$ cat src/rtl/instr_encoder.sv
// Instruction encoder: validates operand bundles, assembles R/I/J words through one
// pipeline register into a 4-entry FIFO and tags each word with its memory address.
module instr_encoder (
    input  logic        clk,
    input  logic        rst,
    input  logic        start,
    input  logic [31:0] base_addr,
    input  logic        finish,
    input  logic        in_valid,
    output logic        in_ready,
    input  logic [31:0] op_onehot,
    input  logic [1:0]  fmt,
    input  logic [4:0]  rs,
    input  logic [4:0]  rt,
    input  logic [4:0]  rd,
    input  logic [4:0]  shamt,
    input  logic [15:0] imm,
    input  logic [25:0] target,
    output logic        out_valid,
    input  logic        out_ready,
    output logic [31:0] out_word,
    output logic [31:0] out_addr,
    output logic        err,
    output logic [7:0]  err_count,
    output logic        done,
    output logic        busy
);

    typedef enum logic [1:0] {StIdle, StRun, StDrain, StDone} state_e;

    localparam logic [1:0] FmtR = 2'b00;
    localparam logic [1:0] FmtI = 2'b01;
    localparam logic [1:0] FmtJ = 2'b10;

    state_e      state_q, state_d;
    logic [31:0] addr_ptr_q;
    logic        err_q;
    logic [7:0]  err_count_q;

    logic        pipe_valid_q;
    logic [31:0] pipe_word_q;
    logic [31:0] pipe_addr_q;

    logic [63:0] fifo_mem [4];
    logic [1:0]  wr_ptr_q, rd_ptr_q;
    logic [2:0]  count_q;

    logic [4:0]  op_idx;
    logic        op_is_onehot;
    logic [5:0]  op_code;
    logic        legal;
    logic [31:0] enc_word;

    logic        fifo_empty, fifo_full, pop, can_push, pipe_move, accept;

    always_comb begin
        op_idx = '0;
        for (int i = 0; i < 32; i++) begin
            if (op_onehot[i]) op_idx = 5'(i);
        end
    end

    assign op_is_onehot = (op_onehot != '0) && ((op_onehot & (op_onehot - 32'd1)) == '0);

    always_comb begin
        case (op_idx)
            5'd0:    op_code = 6'b100110;
            5'd1:    op_code = 6'b000000;
            5'd2:    op_code = 6'b000100;
            5'd3:    op_code = 6'b000010;
            5'd4:    op_code = 6'b100010;
            5'd5:    op_code = 6'b000110;
            5'd6:    op_code = 6'b101010;
            5'd7:    op_code = 6'b001100;
            5'd8:    op_code = 6'b100011;
            5'd9:    op_code = 6'b100101;
            5'd10:   op_code = 6'b100111;
            5'd11:   op_code = 6'b100001;
            5'd12:   op_code = 6'b011000;
            5'd13:   op_code = 6'b011010;
            5'd14:   op_code = 6'b100100;
            5'd15:   op_code = 6'b100000;
            5'd16:   op_code = 6'b001000;
            5'd17:   op_code = 6'b000011;
            5'd18:   op_code = 6'b001001;
            5'd19:   op_code = 6'b001110;
            5'd20:   op_code = 6'b001101;
            5'd21:   op_code = 6'b000101;
            5'd22:   op_code = 6'b000110;
            5'd23:   op_code = 6'b000111;
            5'd24:   op_code = 6'b000001;
            5'd25:   op_code = 6'b101011;
            5'd26:   op_code = 6'b101000;
            5'd27:   op_code = 6'b001010;
            5'd28:   op_code = 6'b001111;
            default: op_code = 6'b000000;
        endcase
    end

    always_comb begin
        legal = op_is_onehot && (op_idx <= 5'd28);
        case (fmt)
            FmtR:    if (op_idx >= 5'd18) legal = 1'b0;
            FmtI:    ;
            FmtJ:    if (op_idx != 5'd3 && op_idx != 5'd17) legal = 1'b0;
            default: legal = 1'b0;
        endcase
    end

    always_comb begin
        case (fmt)
            FmtR:    enc_word = {6'b000000, rs, rt, rd, shamt, op_code};
            FmtI:    enc_word = {op_code, rs, rt, imm};
            default: enc_word = {op_code, target};
        endcase
    end

    // A pop in the same cycle frees the slot, so a full FIFO can still take the pipeline word.
    assign fifo_empty = (count_q == 3'd0);
    assign fifo_full  = (count_q == 3'd4);
    assign pop        = !fifo_empty && out_ready;
    assign can_push   = !fifo_full || pop;
    assign pipe_move  = pipe_valid_q && can_push;
    assign in_ready   = (state_q == StRun) && (!pipe_valid_q || can_push);
    assign accept     = in_valid && in_ready;

    assign out_valid = !fifo_empty;
    assign out_word  = out_valid ? fifo_mem[rd_ptr_q][63:32] : '0;
    assign out_addr  = out_valid ? fifo_mem[rd_ptr_q][31:0] : '0;
    assign err       = err_q;
    assign err_count = err_count_q;

    always_comb begin
        state_d = state_q;
        done    = 1'b0;
        busy    = (state_q != StIdle);
        unique case (state_q)
            StIdle:  if (start) state_d = StRun;
            StRun:   if (finish) state_d = StDrain;
            StDrain: if (fifo_empty && !pipe_valid_q) state_d = StDone;
            StDone: begin
                done    = 1'b1;
                state_d = StIdle;
            end
            default: state_d = StIdle;
        endcase
    end

    always_ff @(posedge clk) begin
        if (rst) begin
            state_q      <= StIdle;
            addr_ptr_q   <= '0;
            err_q        <= 1'b0;
            err_count_q  <= '0;
            pipe_valid_q <= 1'b0;
            pipe_word_q  <= '0;
            pipe_addr_q  <= '0;
            wr_ptr_q     <= '0;
            rd_ptr_q     <= '0;
            count_q      <= '0;
        end else begin
            state_q <= state_d;
            err_q   <= accept && !legal;
            if (accept && !legal && err_count_q != 8'hFF) err_count_q <= err_count_q + 8'd1;

            if (state_q == StIdle && start) begin
                addr_ptr_q <= base_addr;
            end else if (accept && legal) begin
                addr_ptr_q <= addr_ptr_q + 32'd4;
            end

            if (accept && legal) begin
                pipe_valid_q <= 1'b1;
                pipe_word_q  <= enc_word;
                pipe_addr_q  <= addr_ptr_q;
            end else if (pipe_move) begin
                pipe_valid_q <= 1'b0;
            end

            if (pipe_move) wr_ptr_q <= wr_ptr_q + 2'd1;
            if (pop) rd_ptr_q <= rd_ptr_q + 2'd1;
            count_q <= count_q + 3'(pipe_move) - 3'(pop);
        end
    end

    always_ff @(posedge clk) begin
        if (pipe_move) fifo_mem[wr_ptr_q] <= {pipe_word_q, pipe_addr_q};
    end

endmodule
$ cat config.mk
export PLATFORM = sky130hd
export DESIGN_NAME = instr_encoder
export DESIGN_NICKNAME = d
export VERILOG_FILES = /design/src/rtl/instr_encoder.sv
export SDC_FILE = /design/constraint.sdc
export NUM_CORES = 1
export LEC_CHECK = 0
export ABC_AREA = 1
export BUFFER_PORTS_ARGS = -buffer_cell sky130_fd_sc_hd__buf_2
export CAP_MARGIN = 20
export CORE_AREA = 2 2 169 171
export CTS_BUF_LIST = sky130_fd_sc_hd__clkbuf_2 sky130_fd_sc_hd__clkbuf_4 sky130_fd_sc_hd__clkbuf_8
export CTS_CLUSTER_SIZE = 12
export DETAILED_ROUTE_END_ITERATION = 6
export DIE_AREA = 0 0 171 173
export GPL_ROUTABILITY_DRIVEN = 0
export PLACE_DENSITY = 0.88
export SLEW_MARGIN = 20
export SYNTH_ARGS = -nofsm -noshare
export SYNTH_HDL_FRONTEND = slang
export SYNTH_SLANG_ARGS = --single-unit
$ cat constraint.sdc
create_clock -name clk -period 8.35 [get_ports clk]
set_clock_uncertainty 0.1 [all_clocks]
set_input_delay 2.0875 -clock clk [delete_from_list [all_inputs] [get_ports clk]]
set_output_delay 2.0875 -clock clk [all_outputs]
set_load 0.05 [all_outputs]
## Word level (Yosys, flattened, before mapping)

Memories as Yosys holds them, arrays and structs flattened. A register that Yosys moved wholly into a read port is not among the register bits.
Cells that the tools add are included.

- Register bits: 115
- Bits in latches: 0
- Memory bits (writable): 256
- Bits in read-only memories: 192
- Output and inout bits: 77
- Word-level logic and storage cells: 111
- Memories kept: 2

Memory list:

| name | depth | bits a word | rd ports | clocked after Yosys merged registers in | wr ports | line | source |
|---|---|---|---|---|---|---|---|
| fifo_mem | 4 | 64 | 1 | 1 | 1 | 44 | `logic [63:0] fifo_mem [4];` |
| (no name shown) | 32 | 6 | 1 | 0 | 0 | 66 | `case (op_idx)` |

- $add $sub $neg: 7
- Multipliers: 0
- Div/mod/pow operators: 0
- $lt $le $gt $ge: 2
- Equal/unequal tests: 12
- Shift-type cells: 0
- Multiplexer cells: 50
- Bitwise logic cells: 1
- Reductions and logical operators: 27

Operator list:

| operator | number |
|---|---|
| $mux 5 | 30 |
| $mux 32 | 4 |
| $pmux 32 s2 | 1 |
| $add 32x3->32 const B | 1 |
| $and 32x32->32 | 1 |
| $logic_not 32->1 | 1 |
| $reduce_bool 32->1 | 1 |
| $sub 32x1->32 const B | 1 |
| $logic_and 1x1->1 | 12 |
| $mux 2 | 5 |
| $add 8x1->8 const B | 1 |
| $mux 1 | 8 |
| $ne 8x8->1 const B | 1 |
| $pmux 2 s4 | 1 |
| $eq 2x2->1 const B | 3 |
| $ne 2x2->1 const B | 3 |
| $reduce_bool 2->1 | 3 |
| $ge 5x5->1 const B | 1 |
| $le 5x5->1 const B | 1 |
| $ne 5x2->1 const B | 1 |
| $ne 5x5->1 const B | 1 |
| $add 2x1->2 const B | 2 |
| $eq 2x1->1 const B | 2 |
| $logic_not 1->1 | 4 |
| other kinds (8) | 10 |

## Longest topological paths before layout

Gate-level depths: netlist of run 1.

- Word-level depth: 38
- Depth in mapped cells: 42
- Mapped depth without buffers: 42

## Least setup slack after synthesis of run 1

No wires, ideal clock.

- Path kind: input -> register
- Start point: in out_ready
- End point: mem fifo_mem[0][0], enable pin
- Arrival: 5103 ps
- Slack: 2661 ps
- Cell stages on the path: 4
- Path buffers: 0
- Cells stage by stage: nor4_1 > nor2_1 > inv_1 > nor2_1

- Word-level cells in the longest chain between the ends: 5

RTL lines:

| what | line | source |
|---|---|---|
| from (decl) | 20 | `input logic out_ready,` |
| $logic_and 1x1->1 | 121 | `assign pop = !fifo_empty && out_ready;` |
| $logic_or 1x1->1 | 122 | `assign can_push = !fifo_full \|\| pop;` |
| $logic_and 1x1->1 | 123 | `assign pipe_move = pipe_valid_q && can_push;` |
| $mux 1 | 187 | `if (pipe_move) fifo_mem[wr_ptr_q] <= {pipe_word_q, pipe_addr_q};` |
| $mux 1 (implied by the code) | 187 |  |
| to (decl) | 44 |  |

Every way passes these cells.

## Final worst setup path of run 1

- Start point: in op_onehot[2]
- End point: reg pipe_word_q[26]

- Word-level cells in the longest chain between the ends: 35
- Elaborated cells on any way between the ends: 47
- Classes of those cells: add/sub: 1; order compare: 2; eq/ne: 2; mux: 34; bitwise: 1; reduce/logical: 6; memory: 1

RTL lines:

| what | line | source |
|---|---|---|
| from (decl) | 11 | `input logic [31:0] op_onehot,` |
| $mux 5 (30 in a row) | 59 | `if (op_onehot[i]) op_idx = 5'(i);` |
| $le 5x5->1 (tied with other cells) | 101 | `legal = op_is_onehot && (op_idx <= 5'd28);` |
| $logic_and 1x1->1 (on tied branches) | 101, 105 |  |
| $mux 1 (on tied branches) | 105, 103 |  |
| $pmux 1 s3 | 102 | `case (fmt)` |
| $logic_and 1x1->1 | 172 | `if (accept && legal) begin` |
| to (signal assigned) | 174 | `pipe_word_q <= enc_word;` |
| to (decl) | 41 | `logic [31:0] pipe_word_q;` |

Several ways; a longest one is shown, not always the timed one.
A chain may end at the register's enable or synchronous reset.

==> flow_summary_export.csv, run 1 <==
group,metric,value,unit
run_status,status,"completed",
global_route,grt_start_max_net_pins,94,
clock_tree,hold_buffers,0,
synth,synthDistinctLibCells,50,
die,die-area,29600,µm²
synth,yosys_warnings,0,
pwr,power_switching_share,40.6,%
routing,remaining_drc_errors,0,
worst_setup_path,crit_path_top_delay_cell,"clkinv_2",
routing,drt-wirelength-per-cell,16.9,µm
pwr,power_leakage,0.00726,µW
global_route,grt_pass1_wl,62.8,mm
synth,synth_edf_count,256,
global_route,grt_overflow,0,
sta,rsz0062_at_grt,"no",
final_layout,syn2layout_area_growth,14.4,%
global_route,grt_pass1_vias,12700,
clock_tree,clk_pin_slew_worst_paths,60,ps
place,io_buffers,210,
synth,synth-seq-cells,373,
clock_tree,cts.sinks,373,
synth,yosys.area.top_type,"edfxtp_1",
routing,vias,13200,
final_layout,final_area,18800,µm²
die,io_pins,211,
worst_hold_path,hp-class,"reg -> reg",
sta,fin_crit_sh,74.2,%
synth,synthArstFlopShare,0,%
synth,seq_area_frac_synth,61.0,%
sta,layout_setup_ws,2160,ps
die,dieHeight,173,µm
clock_tree,htreeDepth,2,
worst_setup_path,required,8740,ps
final_layout,nets,2073,
pwr,p_per_area,281,nW/µm²
worst_setup_path,path_max_fanout,71,
global_route,grt.total_usage,26.5,%
routing,vias_per_cell,5.65,
sta,tns,0,ps
sta,slew_headroom,27.3,%
synth,syn_avg_cell_area,9.49,µm²
pwr,power_frac_clock,26.6,%
clock_tree,clk_path_buf_depth,3,
synth,netlist_area,16400,µm²
sta,setup_violations,0,
global_route,antenna_found_initial,1,
place,hpwl,24.4,mm
worst_setup_path,crit_top_cell,"nand2_1",
synth,synth_area_leaders,"edfxtp_1 47%, dfxtp_1 14%, nor2_1 7.4%",
clock_tree,clkLatencyLatePin,590,ps
synth,syn_nets,1884,
routing,drt-initial-drc-count,1330,
routing,drtPass1Iterations,6,
pwr,ir_worst_vdd,220,µV
die,start_util,59.5,%
flow_run,cap_violations,0,
clock_tree,cts_setup_buffers,0,
routing,drt_wl_total,39.7,mm
sta,worstMarginPinSlew,1090,ps
die,num_rows,61,
pwr,pwr-share-seq,40.7,%
sta,min_period,6190,ps
die,core,27600,µm²
worst_setup_path,endpoint_kind,"flop",
synth,yosys.area.top_type_share,46.8,%
place,place_area,17700,µm²
sta,max_freq,161,MHz
worst_setup_path,max_stage_delay,850,ps
pwr,power_switching,2150,µW
place,post-place-ws,2080,ps
synth,syn_inst,1732,
worst_setup_path,criticalPathCategory,"in -> reg",
synth,ys.flop_type,"edfxtp_1",
routing,ant_nets,0,
worst_setup_path,cp.arrival,6580,ps
sta,finalHoldViolCount,0,
pwr,pwr-share-comb,32.7,%
clock_tree,cts_resized,0,
clock_tree,cts_tree,"done",
clock_tree,root_buffer,"clkbuf_8",
die,die_x,171,µm
worst_setup_path,reg2reg_slack,5030,ps
pwr,internal_power,3140,µW
sta,slew_violations,0,
final_layout,drive_above_1_share,17.7,%
clock_tree,cts_made_buffers,54,
worst_setup_path,startpoint_type,"input pin",
synthesized netlist by cell type (2+ instances only):
master and instances:
nor3_2 6, buf_2 14, xor2_1 14, nor2_1 325, inv_1 140, edfxtp_1 256
nand2_2 2, ha_1 17, a22o_1 7, buf_1 15, nand4_1 9, inv_2 4
clkinv_1 3, clkbuf_1 57, nor4_1 3, a31oi_1 33, buf_6 3, buf_4 2
a221oi_1 3, o21ai_0 192, nand3_1 31, nand3b_1 2, nor2_4 4, xnor2_1 8
nor2_2 5, nand2_1 197, o21a_1 3, o2111ai_1 2, o21ai_1 54, dfxtp_1 117
nand2_4 2, or2_2 2, a41oi_1 8, a21oi_1 161, nor3_1 16
power by group through the flow:
stage / sequential (µW) / combinational (µW) / clock, µW
after floorplan: 2120 / 1340 / 0
after global placement: 2190 / 1680 / 0
after detailed placement: 2190 / 1720 / 0
after CTS: 2150 / 1730 / 1410
after global routing: 2170 / 1850 / 1490
final: 2150 / 1730 / 1410
routing by layer:
metal | vias to the layer above | track usage [%] | wire length (µm)
met4 | 0 | 9.96 | 1290
met3 | 102 | 4.37 | 3720
met5 | - | 0 | 0
met1 | 6151 | 35.5 | 15800
met2 | 662 | 43.6 | 18900
li1 | 6316 | - | -
cell families (layout without fill, tap and decap cells):
family,after synthesis,count (layout),share of synthesized area [%]
other,0,1,0
flip-flops,373,373,61.0
AND/OR/NAND/NOR,607,607,15.2
buffers and inverters,238,470,5.72
AO/OA/AOI/OAI,473,473,15.4
XOR/XNOR,22,22,1.17
adder cells (fa/ha/maj),19,19,1.48
stage by stage:
stage | hold WS, ps | power [µW] | std cells | utilization (%)
after floorplan | 336 | 3460 | 1732 | -
after global placement | 340 | 3870 | 2242 | 64.1
after detailed placement | 374 | 3900 | 2242 | 64.1
after CTS | 388 | 5290 | 2341 | 67.9
after global routing | 410 | 5510 | 2342 | 68.0
final | 388 | 5290 | 2343 | 68.1
registers in the layout (all words and copies together), names as in the netlist, named ones only:
| register | flops |
|---|---|
| fifo_mem | 256 |
| addr_ptr_q | 32 |
| wr_ptr_q | 2 |
| rd_ptr_q | 2 |
| pipe_addr_q | 32 |
| count_q | 3 |
| pipe_word_q | 32 |
| err | 1 |
| pipe_valid_q | 1 |
| state_q | 2 |
| err_count | 8 |
placed cells by master, fill, tap and decap left out, types with 4 or more instances in the layout:
cell,n
a21oi_1,161
a22o_1,7
a31oi_1,33
a41oi_1,8
buf_2,210
buf_4,13
clkbuf_4,15
clkbuf_8,57
clkinv_1,17
clkinv_2,8
dfxtp_1,115
edfxtp_1,256
ha_1,17
inv_1,138
inv_2,5
nand2_1,197
nand3_1,31
nand4_1,9
nor2_1,321
nor2_2,4
nor2_4,9
nor3_1,15
nor3_2,7
o21ai_0,192
o21ai_1,54
xnor2_1,8
xor2_1,14
critical path, delay by kind of cell:
kind | cells | cell delay (ps)
AND/OR/NAND/NOR | 34 | 2440
AO/OA/AOI/OAI | 1 | 190
buffers and inverters | 5 | 1610
adder cells (fa/ha/maj) | 1 | 220
final cells by class:
| class | count | area (µm²) |
|---|---|---|
| flip-flops and latches | 373 | 10000 |
| fillers | 2010 | 8830 |
| multi-input cells | 1121 | 5510 |
| repair buffers | 224 | 1180 |
| clock buffers | 72 | 897 |
| inverters | 147 | 553 |
| well taps | 378 | 473 |
| clock inverters | 27 | 158 |
| diodes | 1 | 2.50 |
worst paths after layout:
check,from,end,cells after the start
min,err_count[4],err_count[4],2
max reg2reg,count_q[1],pipe_word_q[26],11
max,op_onehot[2],pipe_word_q[26],41
min reg2reg,err_count[4],err_count[4],2
(Power assumes the default switching activity.)
==> inputs of run 2 (changes only) <==
Clock period 8.35 ns to 5.78 ns, I/O delays scaled along.
==> run 2 against run 1 <==
Compared with the run above:
- die area unchanged
- highest routed layer is now met5
- clock power rose by 64%
- via count increased by 0.76%
==> flow_summary_export.csv, run 2 (synthesized netlist as in run 1, its figures left out) <==
group,metric,value,unit
sta,finalHoldViolCount,0,
routing,vias_per_cell,5.67,
final_layout,seqCellArea,10000,µm²
global_route,antenna_found_initial,1,
final_layout,num_antenna_cells,0,
die,core,27600,µm²
sta,min_period,4780,ps
sta,slew_headroom,26.0,%
worst_setup_path,max_stage_delay,870,ps
sta,worst_hold_slack,376,ps
worst_hold_path,hp-class,"reg -> reg",
routing,drt-initial-drc-count,1450,
final_layout,syn2layout_area_growth,15.6,%
pwr,power_leakage,0.00738,µW
final_layout,fill_cells,1967,
worst_setup_path,reg2reg_to,"addr_ptr_q[29]",
routing,vias,13300,
clock_tree,hold_buffers,0,
routing,drt_wl_total,40.6,mm
final_layout,final_common_cell,"nor2_1",
die,dieHeight,173,µm
final_layout,layout_common_cells,"321 x nor2_1, 256 x edfxtp_1, 210 x buf_2",
worst_hold_path,min_path_cells,0,
worst_setup_path,cp_cell_sequence,"buf_4 -> nor2_1 -> nor2_1 -> o21ai_0 -> a21oi_1 -> buf_2",
sta,fin_crit_sh,82.6,%
sta,rsz0062_at_grt,"no",
flow_run,cap_violations,0,
sta,setup_violations,0,
worst_setup_path,critPathTopFamily,"buffers and inverters",
worst_setup_path,cp.arrival,3230,ps
worst_hold_path,min-delay-start,"pipe_word_q[5]",
final_layout,multi_input_area,5510,µm²
final_layout,final_area,19000,µm²
global_route,grt_overflow,0,
routing,remaining_drc_errors,0,
sta,max_freq,209,MHz
worst_setup_path,required,4240,ps
worst_hold_path,hold_end,"fifo_mem[2][37]",
clock_tree,clk_pin_slew_worst_paths,70,ps
final_layout,final_cells,2350,
worst_setup_path,path_max_fanout,100,
place,place_inst,2248,
clock_tree,cts_tree,"done",
worst_setup_path,critPathBufInv,2,
final_layout,largest_reg_flops,256,
worst_setup_path,startpoint_type,"flop",
die,num_rows,61,
final_layout,regMostFlops,"fifo_mem",
worst_setup_path,criticalPathCategory,"reg -> out",
pwr,ir_worst_vdd,367,µV
clock_tree,cts_resized,0,
sta,worstMarginPinSlew,1110,ps
worst_setup_path,endpoint_kind,"output pin",
place,hpwl,24.5,mm
global_route,grt_pass1_vias,13000,
global_route,grt_start_max_net_pins,101,
die,die_x,171,µm
pwr,p_per_area,419,nW/µm²
worst_setup_path,rr_worst_depth,18,
worst_setup_path,crit_path_top_delay_cell,"buf_4",
sta,tns,0,ps
place,place_area,17800,µm²
run_status,status,"completed",
routing,drt-wirelength-per-cell,17.3,µm
die,io_pins,211,
clock_tree,cts_setup_buffers,0,
clock_tree,root_buffer,"clkbuf_8",
sta,slew_violations,0,
die,start_util,59.5,%
clock_tree,clkLatencyLatePin,580,ps
routing,ant_nets,0,
worst_setup_path,reg2reg_slack,2580,ps
die,die-area,29600,µm²
routing,drtPass1Iterations,6,
clock_tree,cts_made_buffers,55,
clock_tree,clk_path_buf_depth,3,
worst_setup_path,crit_top_cell,"nor2_1",
place,io_buffers,210,
clock_tree,cts.sinks,373,
final_layout,drive_above_1_share,18.4,%
worst_setup_path,r2r-start,"addr_ptr_q[4]",
final_layout,nets,2079,
global_route,grt.total_usage,26.9,%
global_route,grt_pass1_wl,63.6,mm
clock_tree,htreeDepth,2,
-- run 2: worst max path at each step --
stage / from / end / depth (start not counted)
finish: flop / out_addr[2] / 6
floorplan: out_ready / fifo_mem[0][0] / 4
CTS: flop / out_addr[2] / 6
global route: op_onehot[2] / addr_ptr_q[23] / 40
detailed placement: op_onehot[2] / addr_ptr_q[23] / 40
global placement: op_onehot[2] / addr_ptr_q[8] / 40
-- run 2: layout make-up --
class	count	share of cell area [%]
Inverter	147	2.90
Timing Repair Buffer	229	6.35
Multi-Input combinational cell	1121	29.0
Clock buffer	72	4.72
Tap cell	378	2.49
Clock inverter	30	1.72
Sequential cell	373	52.8
-- run 2: power breakdown --
part	internal [µW]	total [µW]	switching, µW
sequential	2910	3060	149
combinational	573	2580	2000
clock	1300	2310	1010
total	4790	7950	3170
-- run 2: stage by stage --
step                util [%]  setup slack [ps]  power (µW)
finish                  68.8              1000        7950
detailed placement      64.3               635        5650
floorplan                  -               733        5000
global placement        64.3               833        5600
CTS                     68.8              1090        7940
global route            68.8               701        8260
-- run 2: layer usage --
layer  global-route usage (%)  wire length [µm]  vias to the layer above
li1                         -                 -                     6327
met1                     35.5             16000                     6154
met2                     43.6             19200                      726
met3                     4.42              3810                      123
met4                     12.4              1490                        2
met5                        0                11                        -
